`config.mk`:
```
export PLATFORM = sky130hd
export DESIGN_NAME = spi_master_flat
export DESIGN_NICKNAME = d
export VERILOG_FILES = /design/src/rtl/shared_pkg.sv /design/src/rtl/spi_master_if.sv /design/src/rtl/spi_master_shifter.sv /design/src/rtl/spi_master.sv /design/src/flat_wrapper.sv
export SDC_FILE = /design/constraint.sdc
export NUM_CORES = 1
export LEC_CHECK = 0
export CAP_MARGIN = 10
export CORE_ASPECT_RATIO = 1.75
export CORE_MARGIN = 2
export CORE_UTILIZATION = 30
export CTS_CLUSTER_DIAMETER = 40
export DETAILED_ROUTE_END_ITERATION = 10
export GPL_ROUTABILITY_DRIVEN = 0
export PLACE_DENSITY = 0.46
export SETUP_SLACK_MARGIN = 0.02
export SYNTH_ARGS = -nofsm -noshare
export SYNTH_HDL_FRONTEND = slang
export SYNTH_SLANG_ARGS = --single-unit
```
`constraint.sdc`:
```
create_clock -name clk -period 3.55 [get_ports clk]
set_input_delay 0.71 -clock clk [delete_from_list [all_inputs] [get_ports clk]]
set_output_delay 0.71 -clock clk [all_outputs]
set_load 0.01 [all_outputs]
```
`src/rtl/shared_pkg.sv`:
```
// Shared types and constants for the SPI command master.
// Latency: n/a (types only).
// Backpressure: n/a.
// Contents: spi_cmd_e command encoding, master_state_e FSM states,
//           frame/receive bit counts and the TX frame packing helper.
package shared_pkg;

  typedef enum logic [1:0] {
    WR_ADDR = 2'b00,
    WR_DATA = 2'b01,
    RD_ADDR = 2'b10,
    RD_DATA = 2'b11
  } spi_cmd_e;

  typedef enum logic [2:0] {
    IDLE,
    START,
    SHIFT,
    WAIT,
    SAMPLE,
    GAP
  } master_state_e;

  localparam int FRAME_BITS = 11;
  localparam int RX_BITS    = 8;

  // On-wire frame: read/write select sent twice, then cmd[0], then payload MSB first.
  function automatic logic [FRAME_BITS-1:0] tx_word(input logic [1:0] cmd, input logic [7:0] dat);
    return {cmd[1], cmd[1], cmd[0], dat};
  endfunction

endpackage

```
`src/rtl/spi_master_if.sv`:
```
// Request/response bundle between a command source and spi_master.
// Latency: n/a (wires only).
// Backpressure: req_valid/req_ready handshake; rsp_valid is a one-cycle pulse, no ready.
// Modports: master = command source, slave = the spi_master block.
interface spi_master_if;

  logic       req_valid;
  logic       req_ready;
  logic [1:0] req_cmd;
  logic [7:0] req_data;
  logic       rsp_valid;
  logic [7:0] rsp_data;

  modport master (
    output req_valid, req_cmd, req_data,
    input  req_ready, rsp_valid, rsp_data
  );

  modport slave (
    input  req_valid, req_cmd, req_data,
    output req_ready, rsp_valid, rsp_data
  );

endinterface

```
`src/rtl/spi_master_shifter.sv`:
```
// TX parallel-load shift register and RX serial-in shift register.
// Latency: TX MSB visible the cycle after load/shift; rx_nxt is the RX value after the current edge.
// Backpressure: none; enables come from the owning FSM.
// Ports: clk, rst_n; tx_load/tx_load_dat/tx_shift -> tx_msb; rx_shift/rx_in -> rx_nxt.
module spi_master_shifter
  import shared_pkg::*;
(
  input  logic                  clk,
  input  logic                  rst_n,
  input  logic                  tx_load,
  input  logic [FRAME_BITS-1:0] tx_load_dat,
  input  logic                  tx_shift,
  output logic                  tx_msb,
  input  logic                  rx_shift,
  input  logic                  rx_in,
  output logic [RX_BITS-1:0]    rx_nxt
);

  logic [FRAME_BITS-1:0] tx_q;
  logic [RX_BITS-1:0]    rx_q;

  assign tx_msb = tx_q[FRAME_BITS-1];
  // Exposed so the owner can capture the full byte on the same edge as the last sample.
  assign rx_nxt = {rx_q[RX_BITS-2:0], rx_in};

  always_ff @(posedge clk or negedge rst_n) begin
    if (!rst_n) begin
      tx_q <= '0;
      rx_q <= '0;
    end else begin
      if (tx_load) begin
        tx_q <= tx_load_dat;
      end else if (tx_shift) begin
        tx_q <= {tx_q[FRAME_BITS-2:0], 1'b0};
      end
      if (rx_shift) begin
        rx_q <= rx_nxt;
      end
    end
  end

endmodule

```
`src/rtl/spi_master.sv`:
```
// SPI command master: one request -> one framed SPI transaction, optional read-back byte.
// Latency: SS_n falls the cycle after accept; read byte presented in the cycle SS_n rises.
// Backpressure: req_ready high only when idle; responses are unthrottled one-cycle pulses.
// Ports: clk, rst_n (async, active low); req_if (slave modport); busy, SS_n, MOSI, MISO.
// Build option SPI_MASTER_STATS_EN adds frame_cnt and rd_cnt counters/ports.
module spi_master
  import shared_pkg::*;
#(
  parameter int RD_WAIT = 2
) (
  input  logic        clk,
  input  logic        rst_n,
  spi_master_if.slave req_if,
  output logic        busy,
  output logic        SS_n,
  output logic        MOSI,
  input  logic        MISO
`ifdef SPI_MASTER_STATS_EN
  ,
  output logic [15:0] frame_cnt,
  output logic [15:0] rd_cnt
`endif
);

  master_state_e      state, state_nxt;
  logic [3:0]         bit_cnt, cnt_load;
  spi_cmd_e           cmd_q;
  logic               ready_q, rsp_valid_q;
  logic [7:0]         rsp_data_q;
  logic               tx_msb;
  logic [RX_BITS-1:0] rx_nxt;
  logic               accept, cnt_done, rsp_done;

  assign accept   = (state == IDLE) && ready_q && req_if.req_valid;
  assign cnt_done = (bit_cnt == 4'd0);
  assign rsp_done = (state == SAMPLE) && (state_nxt == GAP);

  assign req_if.req_ready = ready_q;
  assign req_if.rsp_valid = rsp_valid_q;
  assign req_if.rsp_data  = rsp_data_q;

  always_comb begin
    state_nxt = state;
    case (state)
      IDLE:    if (accept) state_nxt = START;
      START:   state_nxt = SHIFT;
      SHIFT:   if (cnt_done) state_nxt = (cmd_q == RD_DATA) ? WAIT : GAP;
      WAIT:    if (cnt_done) state_nxt = SAMPLE;
      SAMPLE:  if (cnt_done) state_nxt = GAP;
      GAP:     state_nxt = IDLE;
      default: state_nxt = IDLE;
    endcase
  end

  // Counter holds "remaining cycles after this one" for the state being entered.
  always_comb begin
    cnt_load = 4'd0;
    case (state_nxt)
      SHIFT:   cnt_load = 4'(FRAME_BITS - 1);
      WAIT:    cnt_load = 4'(RD_WAIT - 1);
      SAMPLE:  cnt_load = 4'(RX_BITS - 1);
      default: cnt_load = 4'd0;
    endcase
  end

  // Outputs are registered from the next state so each one is valid for the whole cycle it describes.
  always_ff @(posedge clk or negedge rst_n) begin
    if (!rst_n) begin
      state       <= IDLE;
      bit_cnt     <= 4'd0;
      cmd_q       <= WR_ADDR;
      ready_q     <= 1'b0;
      busy        <= 1'b0;
      SS_n        <= 1'b1;
      MOSI        <= 1'b0;
      rsp_valid_q <= 1'b0;
      rsp_data_q  <= 8'h00;
    end else begin
      state <= state_nxt;
      if (state_nxt != state) begin
        bit_cnt <= cnt_load;
      end else if (!cnt_done) begin
        bit_cnt <= bit_cnt - 4'd1;
      end
      if (accept) begin
        cmd_q <= spi_cmd_e'(req_if.req_cmd);
      end
      ready_q     <= (state_nxt == IDLE);
      busy        <= (state_nxt != IDLE);
      SS_n        <= !(state_nxt inside {START, SHIFT, WAIT, SAMPLE});
      MOSI        <= (state_nxt == SHIFT) ? tx_msb : 1'b0;
      rsp_valid_q <= rsp_done;
      if (rsp_done) begin
        rsp_data_q <= rx_nxt;
      end
    end
  end

  spi_master_shifter u_shifter (
    .clk         (clk),
    .rst_n       (rst_n),
    .tx_load     (accept),
    .tx_load_dat (tx_word(req_if.req_cmd, req_if.req_data)),
    .tx_shift    (state_nxt == SHIFT),
    .tx_msb      (tx_msb),
    .rx_shift    (state == SAMPLE),
    .rx_in       (MISO),
    .rx_nxt      (rx_nxt)
  );

`ifdef SPI_MASTER_STATS_EN
  // Counted on the edge that ends GAP; rsp_valid is high throughout a read frame's GAP.
  always_ff @(posedge clk or negedge rst_n) begin
    if (!rst_n) begin
      frame_cnt <= 16'h0000;
      rd_cnt    <= 16'h0000;
    end else if (state == GAP) begin
      frame_cnt <= frame_cnt + 16'd1;
      if (rsp_valid_q) begin
        rd_cnt <= rd_cnt + 16'd1;
      end
    end
  end
`endif

endmodule

```
`src/flat_wrapper.sv`:
```
// flat-port wrapper written by rule: the top's interface ports become plain ports
module spi_master_flat import shared_pkg::*;
#(
  parameter int RD_WAIT = 2
)
  (clk, rst_n, busy, SS_n, MOSI, MISO, req_if_req_valid, req_if_req_cmd, req_if_req_data, req_if_req_ready, req_if_rsp_valid, req_if_rsp_data);
  spi_master_if req_if_i ();
  input  logic clk;
  input  logic rst_n;
  output logic busy;
  output logic SS_n;
  output logic MOSI;
  input  logic MISO;
  input wire logic [$bits(req_if_i.req_valid)-1:0] req_if_req_valid;
  input wire logic [$bits(req_if_i.req_cmd)-1:0] req_if_req_cmd;
  input wire logic [$bits(req_if_i.req_data)-1:0] req_if_req_data;
  output wire logic [$bits(req_if_i.req_ready)-1:0] req_if_req_ready;
  output wire logic [$bits(req_if_i.rsp_valid)-1:0] req_if_rsp_valid;
  output wire logic [$bits(req_if_i.rsp_data)-1:0] req_if_rsp_data;
  assign req_if_i.req_valid = req_if_req_valid;
  assign req_if_i.req_cmd = req_if_req_cmd;
  assign req_if_i.req_data = req_if_req_data;
  assign req_if_req_ready = req_if_i.req_ready;
  assign req_if_rsp_valid = req_if_i.rsp_valid;
  assign req_if_rsp_data = req_if_i.rsp_data;
  spi_master #(.RD_WAIT(RD_WAIT)) u_core (.clk(clk), .rst_n(rst_n), .req_if(req_if_i), .busy(busy), .SS_n(SS_n), .MOSI(MOSI), .MISO(MISO));
endmodule
```
==> results of run 1 <==
power breakdown:
group	total (W)	internal, W	switching (W)	leakage, nW
Clock	0.000393	0.000230	0.000163	0.0614
Combinational	0.000943	0.000464	0.000479	0.437
Sequential	0.000811	0.000660	0.000151	0.503
Total	0.00215	0.00135	0.000793	1.00
through the flow:
| step | std cells | utilization [%] | setup slack, ns | hold WS, ns | cell area (sq um) |
|---|---|---|---|---|---|
| floorplan | 179 | - | 1.76 | 0.414 | 1840 |
| global placement | 277 | 36.1 | 1.09 | 0.448 | 2140 |
| detailed placement | 277 | 36.1 | 1.06 | 0.461 | 2140 |
| CTS | 285 | 38.2 | 1.36 | 0.482 | 2260 |
| global route | 285 | 38.2 | 1.14 | 0.516 | 2260 |
| finish | 285 | 38.2 | 1.35 | 0.474 | 2260 |
worst max-delay path: cells and delay by family:
kind	cells	cell delay (ns)
AND/OR/NAND/NOR	3	0.89
AO/OA/AOI/OAI	1	0.21
XOR/XNOR	1	0.15
buffers and inverters	1	0.45
cell families after synthesis:
family	count (synthesis)	synth area share [%]
flops	40	54.4
compound gates	41	14.5
buf+inv	12	4.55
xor+xnor	3	1.43
simple gates	73	19.1
mux	9	5.36
fa+ha+maj	1	0.679
sequential cells by signal (all words and copies together) (netlist names):
signal / count
u_core.req_if.req_ready: 1
u_core.u_shifter.rx_q: 7
u_core.bit_cnt: 4
u_core.busy: 1
u_core.req_if.rsp_valid: 1
u_core.u_shifter.tx_q: 11
u_core.state: 3
u_core.SS_n: 1
u_core.MOSI: 1
u_core.cmd_q: 2
u_core.req_if.rsp_data: 8
how the worst max path moves through the flow:
| stage | end | depth (start not counted) |
|---|---|---|
| finish | u_core.SS_n$_DFF_PN1_ | 6 |
| global route | u_core.bit_cnt[0]$_DFFE_PN0P_ | 8 |
| CTS | u_core.bit_cnt[0]$_DFFE_PN0P_ | 8 |
| detailed placement | u_core.SS_n$_DFF_PN1_ | 6 |
| global placement | u_core.SS_n$_DFF_PN1_ | 6 |
| floorplan | u_core.u_shifter.tx_q[10]$_DFFE_PN0P_ | 8 |
cell usage in the layout, fill, tap and decap left out, drive strengths merged, types with 2 or more instances in the layout:
cell type and instances:
and2 2, clkdlybuf4s50 25, inv 4, mux2 7, or3 2, clkbuf 6
nor2 12, o22a 2, dfrtp 39, or3b 2, o22ai 3, xnor2 2
o21ai 21, buf 3, mux2i 2, or2b 2, a21oi 9, o21a 2
nand2 45
metal layers:
layer / part of all wire, % / GRT usage [%] / up-vias
met5: 0 / 0 / -
met4: 2.3 / 6.21 / 0
met3: 3.4 / 2.93 / 7
met2: 54 / 22.4 / 23
met1: 41 / 14.7 / 639
li1: - / - / 660
layout make-up:
type	count	area, sq um
fillers	654	3660
clock buffers	6	82.6
well taps	78	97.6
inverters	4	15.0
multi-input cells	127	757
repair buffers	28	270
flip-flops and latches	40	1000
clock inverters	2	38.8
==> results.md, run 1 <==
* Synth Area per Inst at 10.3 sq um
* Root buffer cell: sky130_fd_sc_hd__clkbuf_8
* Vias after detailed routing at 1329
* Biggest area contributors in the synthesized netlist: sky130_fd_sc_hd__dfrtp_1 53%, sky130_fd_sc_hd__nand2_1 9.2%, sky130_fd_sc_hd__mux2_2 4.3%
* Required time worst endpoint at 3.77 ns
* Overall routing resource usage at 12.8%
* Max clock buf depth at 2
* Unrepaired setup endpoints after global routing: no
* Setup bufs post-CTS at 0
* Arrival time at the worst endpoint at 2.42 ns
* Kind of capture point of the worst setup path: register
* Most frequently used cell type in the post-synthesis netlist: sky130_fd_sc_hd__nand2_1
* Number of I/O pins at 27
* Hold Path End: u_core.req_if.rsp_data[2]$_DFFE_PN0P_
* Origin of the worst setup path: req_if_req_valid
* Flops & latches, synth at 40
* Count of inserted antenna diode cells at 0
* Power density over cell area at 949 mW/mm^2
* Highest clock rate at 455 MHz
* Cell count of the worst hold path at 2
* Clock transition time at the flip-flop clock pins of the worst setup and hold paths at 0.08 ns
* Maximum number of pins on one net before global-route repair at 41
* Largest fanout on the critical path at 13
* Critical path type: input pin to register
* Top cell types by occurrence after synthesis: 45 x sky130_fd_sc_hd__nand2_1, 39 x sky130_fd_sc_hd__dfrtp_1, 14 x sky130_fd_sc_hd__o21ai_1
* Final min period at 2.20 ns
* Largest vdd supply drop at 333 uV
* Post-route clock skew at 0.00381 ns
* Post-synthesis sequential area ratio at 54.4%
* TritonCTS clock tree: done
* Slew Limit Fails at 0
* Critical Path Max Stage Delay at 0.67 ns
* Most common flop cell mapped by yosys: sky130_fd_sc_hd__dfrtp_1
* Iter 0 DRT Violations at 42
* Layout cell share with drive strength beyond 1 at 16.9%
* Transition time at the pin with the least slew margin at 0.906 ns
* Worst skew pair latency at 0.29 ns
* CTS sink cnt at 40
* Number of global-route vias before repair at 1431
* Drt total wl at 3.80 mm
* Initial Util at 31.1%
* Hold path start: u_core.req_if.rsp_data[2]$_DFFE_PN0P_
* Highest-delay cell along the critical path: sky130_fd_sc_hd__or4_1
* Hold buffers post-CTS at 0
* Reg2reg end: u_core.bit_cnt[0]$_DFFE_PN0P_
* Critical path startpoint category: input pin
* Initial antenna violation count at 0
* Die Wd at 63.3 microns
* Type of the most critical hold path: register to register
* Number of different library cells in the post-synthesis netlist at 43
* Floorplan Core Area at 0.00593 sq mm
* Area added between synthesis and finish at 22.8%
* Total power consumption of the routed design at 0.00215 W
* Number of DRC violations after detailed routing at 0
* Share of the clock period used by the worst path at 61.9%
* Number of buffers added on ports at 26
* Total standard cell area after synthesis at 0.00184 sq mm
* Area share of the largest cell type after synthesis at 53.0%
* Cell leakage power at 1.00 nW
* Final-layout setup total negative slack at 0 ns
* Global-route congestion overflow total at 0
* Count of flip-flops with a built-in enable after synthesis at 0
* Worst-path cell chain: clkdlybuf4s50_1 > nand2_1 > or4_1 > o211ai_2 > nor2_1 > xor2_1
* TritonCTS buffer count at 5
* Cell Rows at 37
* # setup viols final at 0
* Library cell occupying the most area in the post-synthesis netlist: sky130_fd_sc_hd__dfrtp_1
* Count of max-cap constraint violations at 0
* Remaining number of nets flagged by the antenna check after routing at 0
* Number of H-tree branching levels at 2
* Status: complete, no violations
* Post-layout net count at 221
* Number of gates resized after cts at 0
* Cell count after synthesis at 179
* Relative slew slack at 39.6%
* Die ar. at 0.00681 sq mm
* Flop-to-flop setup slack at 1.38 ns
* Die height at 108 microns
* Total iterations of the first detailed-routing run at 4
* Wire length of the first global-routing pass at 6.87 mm
* Synthesized Nets at 194
* Worst r2r path cells at 8
* Final hold violation count at 0
* Source of the worst register-to-register timing path: u_core.bit_cnt[0]$_DFFE_PN0P_
* Fraction of registers with async set/reset at 100%
* Synth warnings at 0
* Placed wire-length estimate after detailed placement at 2.65 mm
* Avg WL per Cell at 13.3 microns
* Routed vias/inst at 4.66
Power figures use the tool's default switching activity.
==> run 2: changes to the inputs <==
--- a/config.mk
+++ b/config.mk
@@ -12,7 +12,7 @@
 export CTS_CLUSTER_DIAMETER = 40
 export DETAILED_ROUTE_END_ITERATION = 10
 export GPL_ROUTABILITY_DRIVEN = 0
-export PLACE_DENSITY = 0.46
+export PLACE_DENSITY = 0.48
 export SETUP_SLACK_MARGIN = 0.02
 export SYNTH_ARGS = -nofsm -noshare
 export SYNTH_HDL_FRONTEND = slang
==> constraint.sdc (replaced) <==
create_clock -name clk -period 1.8 [get_ports clk]
set_input_delay 0.36 -clock clk [delete_from_list [all_inputs] [get_ports clk]]
set_output_delay 0.36 -clock clk [all_outputs]
set_load 0.01 [all_outputs]
==> run 2 against run 1 <==
Against the previous run: core utilization is 3.8 points higher; critical endpoint is now u_core.u_shifter.tx_q[5]$_DFFE_PN0P_; largest power group unchanged; sequential share of layout area down 4.0 points; global-route usage shrank 0.65 points; worst hold slack got worse by 0.35 ns.
==> results.md, run 2 (synthesis results as in run 1) <==
* Status: complete, no violations
* Layout cell share with drive strength beyond 1 at 28.9%
* Number of DRC violations after detailed routing at 0
* Origin of the worst setup path: u_core.bit_cnt[0]$_DFFE_PN0P_
* Share of the clock period used by the worst path at 99.7%
* Worst skew pair latency at 0.28 ns
* Count of inserted antenna diode cells at 0
* Total power consumption of the routed design at 0.00477 W
* Type of the most critical hold path: input pin to async pin
* Wire length of the first global-routing pass at 6.58 mm
* Initial Util at 31.1%
* TritonCTS clock tree: done
* Number of H-tree branching levels at 2
* Met2 wirelength from detailed routing at 2.08 mm
* Iter 0 DRT Violations at 42
* Relative slew slack at 66.1%
* Non-Filler Cell Area, Final at 0.00249 sq mm
* Pre-CTS setup slack at -0.0678 ns
* Unrepaired setup endpoints after global routing: yes
* Highest clock rate at 557 MHz
* Area added between synthesis and finish at 35.0%
* Critical Path Max Stage Delay at 0.39 ns
* Largest vdd supply drop at 1020 uV
* Post-route clock skew at 0.00702 ns
* Number of flip-flops under the largest register name at 11
* Power density over cell area at 1920 mW/mm^2
* Vias after detailed routing at 1390
* Drt total wl at 3.78 mm
* Routed met3 length at 89 microns
* Number of global-route vias before repair at 1351
* Die ar. at 0.00681 sq mm
* Floorplan Core Area at 0.00593 sq mm
* Largest Register: u_core.u_shifter.tx_q
* Avg WL per Cell at 12.4 microns
* Cell Rows at 37
* Crit path max-delay family: simple AND/OR/NAND/NOR gates
* Highest-delay cell along the critical path: sky130_fd_sc_hd__dfrtp_1
* Highest-count cells in the layout ignoring fill and taps: 45 x sky130_fd_sc_hd__nand2_1, 39 x sky130_fd_sc_hd__dfrtp_1, 25 x sky130_fd_sc_hd__clkdlybuf4s50_1
* Max clock buf depth at 2
* Kind of capture point of the worst setup path: register
* Clock transition time at the flip-flop clock pins of the worst setup and hold paths at 0.08 ns
* TritonCTS buffer count at 5
* Die Wd at 63.3 microns
* Worst-path cell chain: inv_2 > ha_4 > or3b_4 > and2_4 > o21a_2 > o21ai_0 > o21ai_1
* Total iterations of the first detailed-routing run at 4
* Overall routing resource usage at 12.2%
* Instance area at placement at 0.00226 sq mm
* Multi-input combinational cell area at 801 sq um
* # setup viols final at 0
* Final min period at 1.79 ns
* FILL cells at 650
* Global-route congestion overflow total at 0
* DR top layer: met4
* Source of the worst register-to-register timing path: u_core.bit_cnt[0]$_DFFE_PN0P_
* Number of standard cells in the layout, taps in and fillers out at 306
* Met1 routed wirelength after detailed routing at 1.58 mm
* Initial antenna violation count at 0
* Post-layout net count at 242
* Remaining number of nets flagged by the antenna check after routing at 0
* Placed Instances at 293
* Final hold violation count at 0
* CTS sink cnt at 40
* Die height at 108 microns
* Slew Limit Fails at 0
* Arrival time at the worst endpoint at 1.96 ns
* Placed wire-length estimate after detailed placement at 2.63 mm
* Crit path buffers/inverters at 1
* Number of buffers added on ports at 26
* Critical path startpoint category: register
* Transition time at the pin with the least slew margin at 0.509 ns
* Count of max-cap constraint violations at 0
* Number of I/O pins at 27
* Worst Slack Setup Final at 0.00615 ns
* Cell leakage power at 1.11 nW
* Largest fanout on the critical path at 12
* Root buffer cell: sky130_fd_sc_hd__clkbuf_8
* Commonest non-fill, non-tap cell in the layout: sky130_fd_sc_hd__nand2_1
* Critical path type: register to register
* Maximum number of pins on one net before global-route repair at 41
* Routed vias/inst at 4.54
* Required time worst endpoint at 1.97 ns
* Storage cell area at 0.00100 sq mm
* Hold buffers post-CTS at 0
-- run 2: final timing paths --
check                                                        endpoint  slack [ns]  depth (start not counted)
min in group clk                u_core.req_if.rsp_data[7]$_DFFE_PN0P_        0.47                          2
worst min register to register  u_core.req_if.rsp_data[7]$_DFFE_PN0P_        0.47                          2
worst min-delay path             u_core.u_shifter.tx_q[3]$_DFFE_PN0P_        0.13                          2
worst max register to register   u_core.u_shifter.tx_q[5]$_DFFE_PN0P_       0.006                          7
worst max-delay path             u_core.u_shifter.tx_q[5]$_DFFE_PN0P_       0.006                          7
max in group asynchronous                       u_core.SS_n$_DFF_PN1_        1.30                          2
-- run 2: metrics by stage --
step	hold slack, ns	TNS [ns]	utilization, %
after floorplan	0.0644	0	-
after global placement	0.453	-0.582	38.2
after detailed placement	0.453	-0.390	38.2
after CTS	0.140	-0.0321	41.5
after global routing	0.173	-0.656	42.0
final	0.127	0	42.0
-- run 2: timing repair --
| item | 4_1_cts | 5_1_grt |
|---|---|---|
| gates resized for setup | 12 | 3 |
| pin swaps | 10 | 4 |
| endpoints found under the setup margin | 13 | 15 |
| cloned | 0 | 0 |
| hold endpoints to repair | 0 | 0 |
| buffers inserted | 2 | 3 |
-- run 2: metal layers --
| layer | up-vias | global-route usage [%] |
|---|---|---|
| li1 | 700 | - |
| met1 | 670 | 14.5 |
| met2 | 18 | 21.2 |
| met3 | 2 | 2.20 |
| met4 | 0 | 5.59 |
| met5 | - | 0 |
-- run 2: area by class of cell --
class / count / area share, %
sequential: 40 / 40.3
multi-input combinational: 127 / 32.2
timing repair buffer: 49 / 17.7
tap: 78 / 3.92
clock buffer: 6 / 2.92
clock inverter: 2 / 2.41
inverter: 4 / 0.604
-- run 2: worst reg2reg max path: stages (launching register included) --
cell,delay [ns]
sky130_fd_sc_hd__dfrtp_1,0.39
sky130_fd_sc_hd__inv_2,0.08
sky130_fd_sc_hd__ha_4,0.13
sky130_fd_sc_hd__or3b_4,0.37
sky130_fd_sc_hd__and2_4,0.18
sky130_fd_sc_hd__o21a_2,0.28
sky130_fd_sc_hd__o21ai_0,0.16
sky130_fd_sc_hd__o21ai_1,0.09
-- run 2: power by group --
part	leakage (nW)	switching, W	internal (W)	total [W]
Clock	0.0654	0.000297	0.000554	0.000851
Sequential	0.503	0.000268	0.00130	0.00157
Combinational	0.546	0.00109	0.00126	0.00235
Total	1.11	0.00165	0.00312	0.00477
==> run 3: changes to the inputs <==
--- a/config.mk
+++ b/config.mk
@@ -14,6 +14,7 @@
 export GPL_ROUTABILITY_DRIVEN = 0
 export PLACE_DENSITY = 0.48
 export SETUP_SLACK_MARGIN = 0.02
+export SLEW_MARGIN = 20
 export SYNTH_ARGS = -nofsm -noshare
 export SYNTH_HDL_FRONTEND = slang
 export SYNTH_SLANG_ARGS = --single-unit
==> results of run 3 <==
Final layout, timing and power as in run 2 (identical DEF).
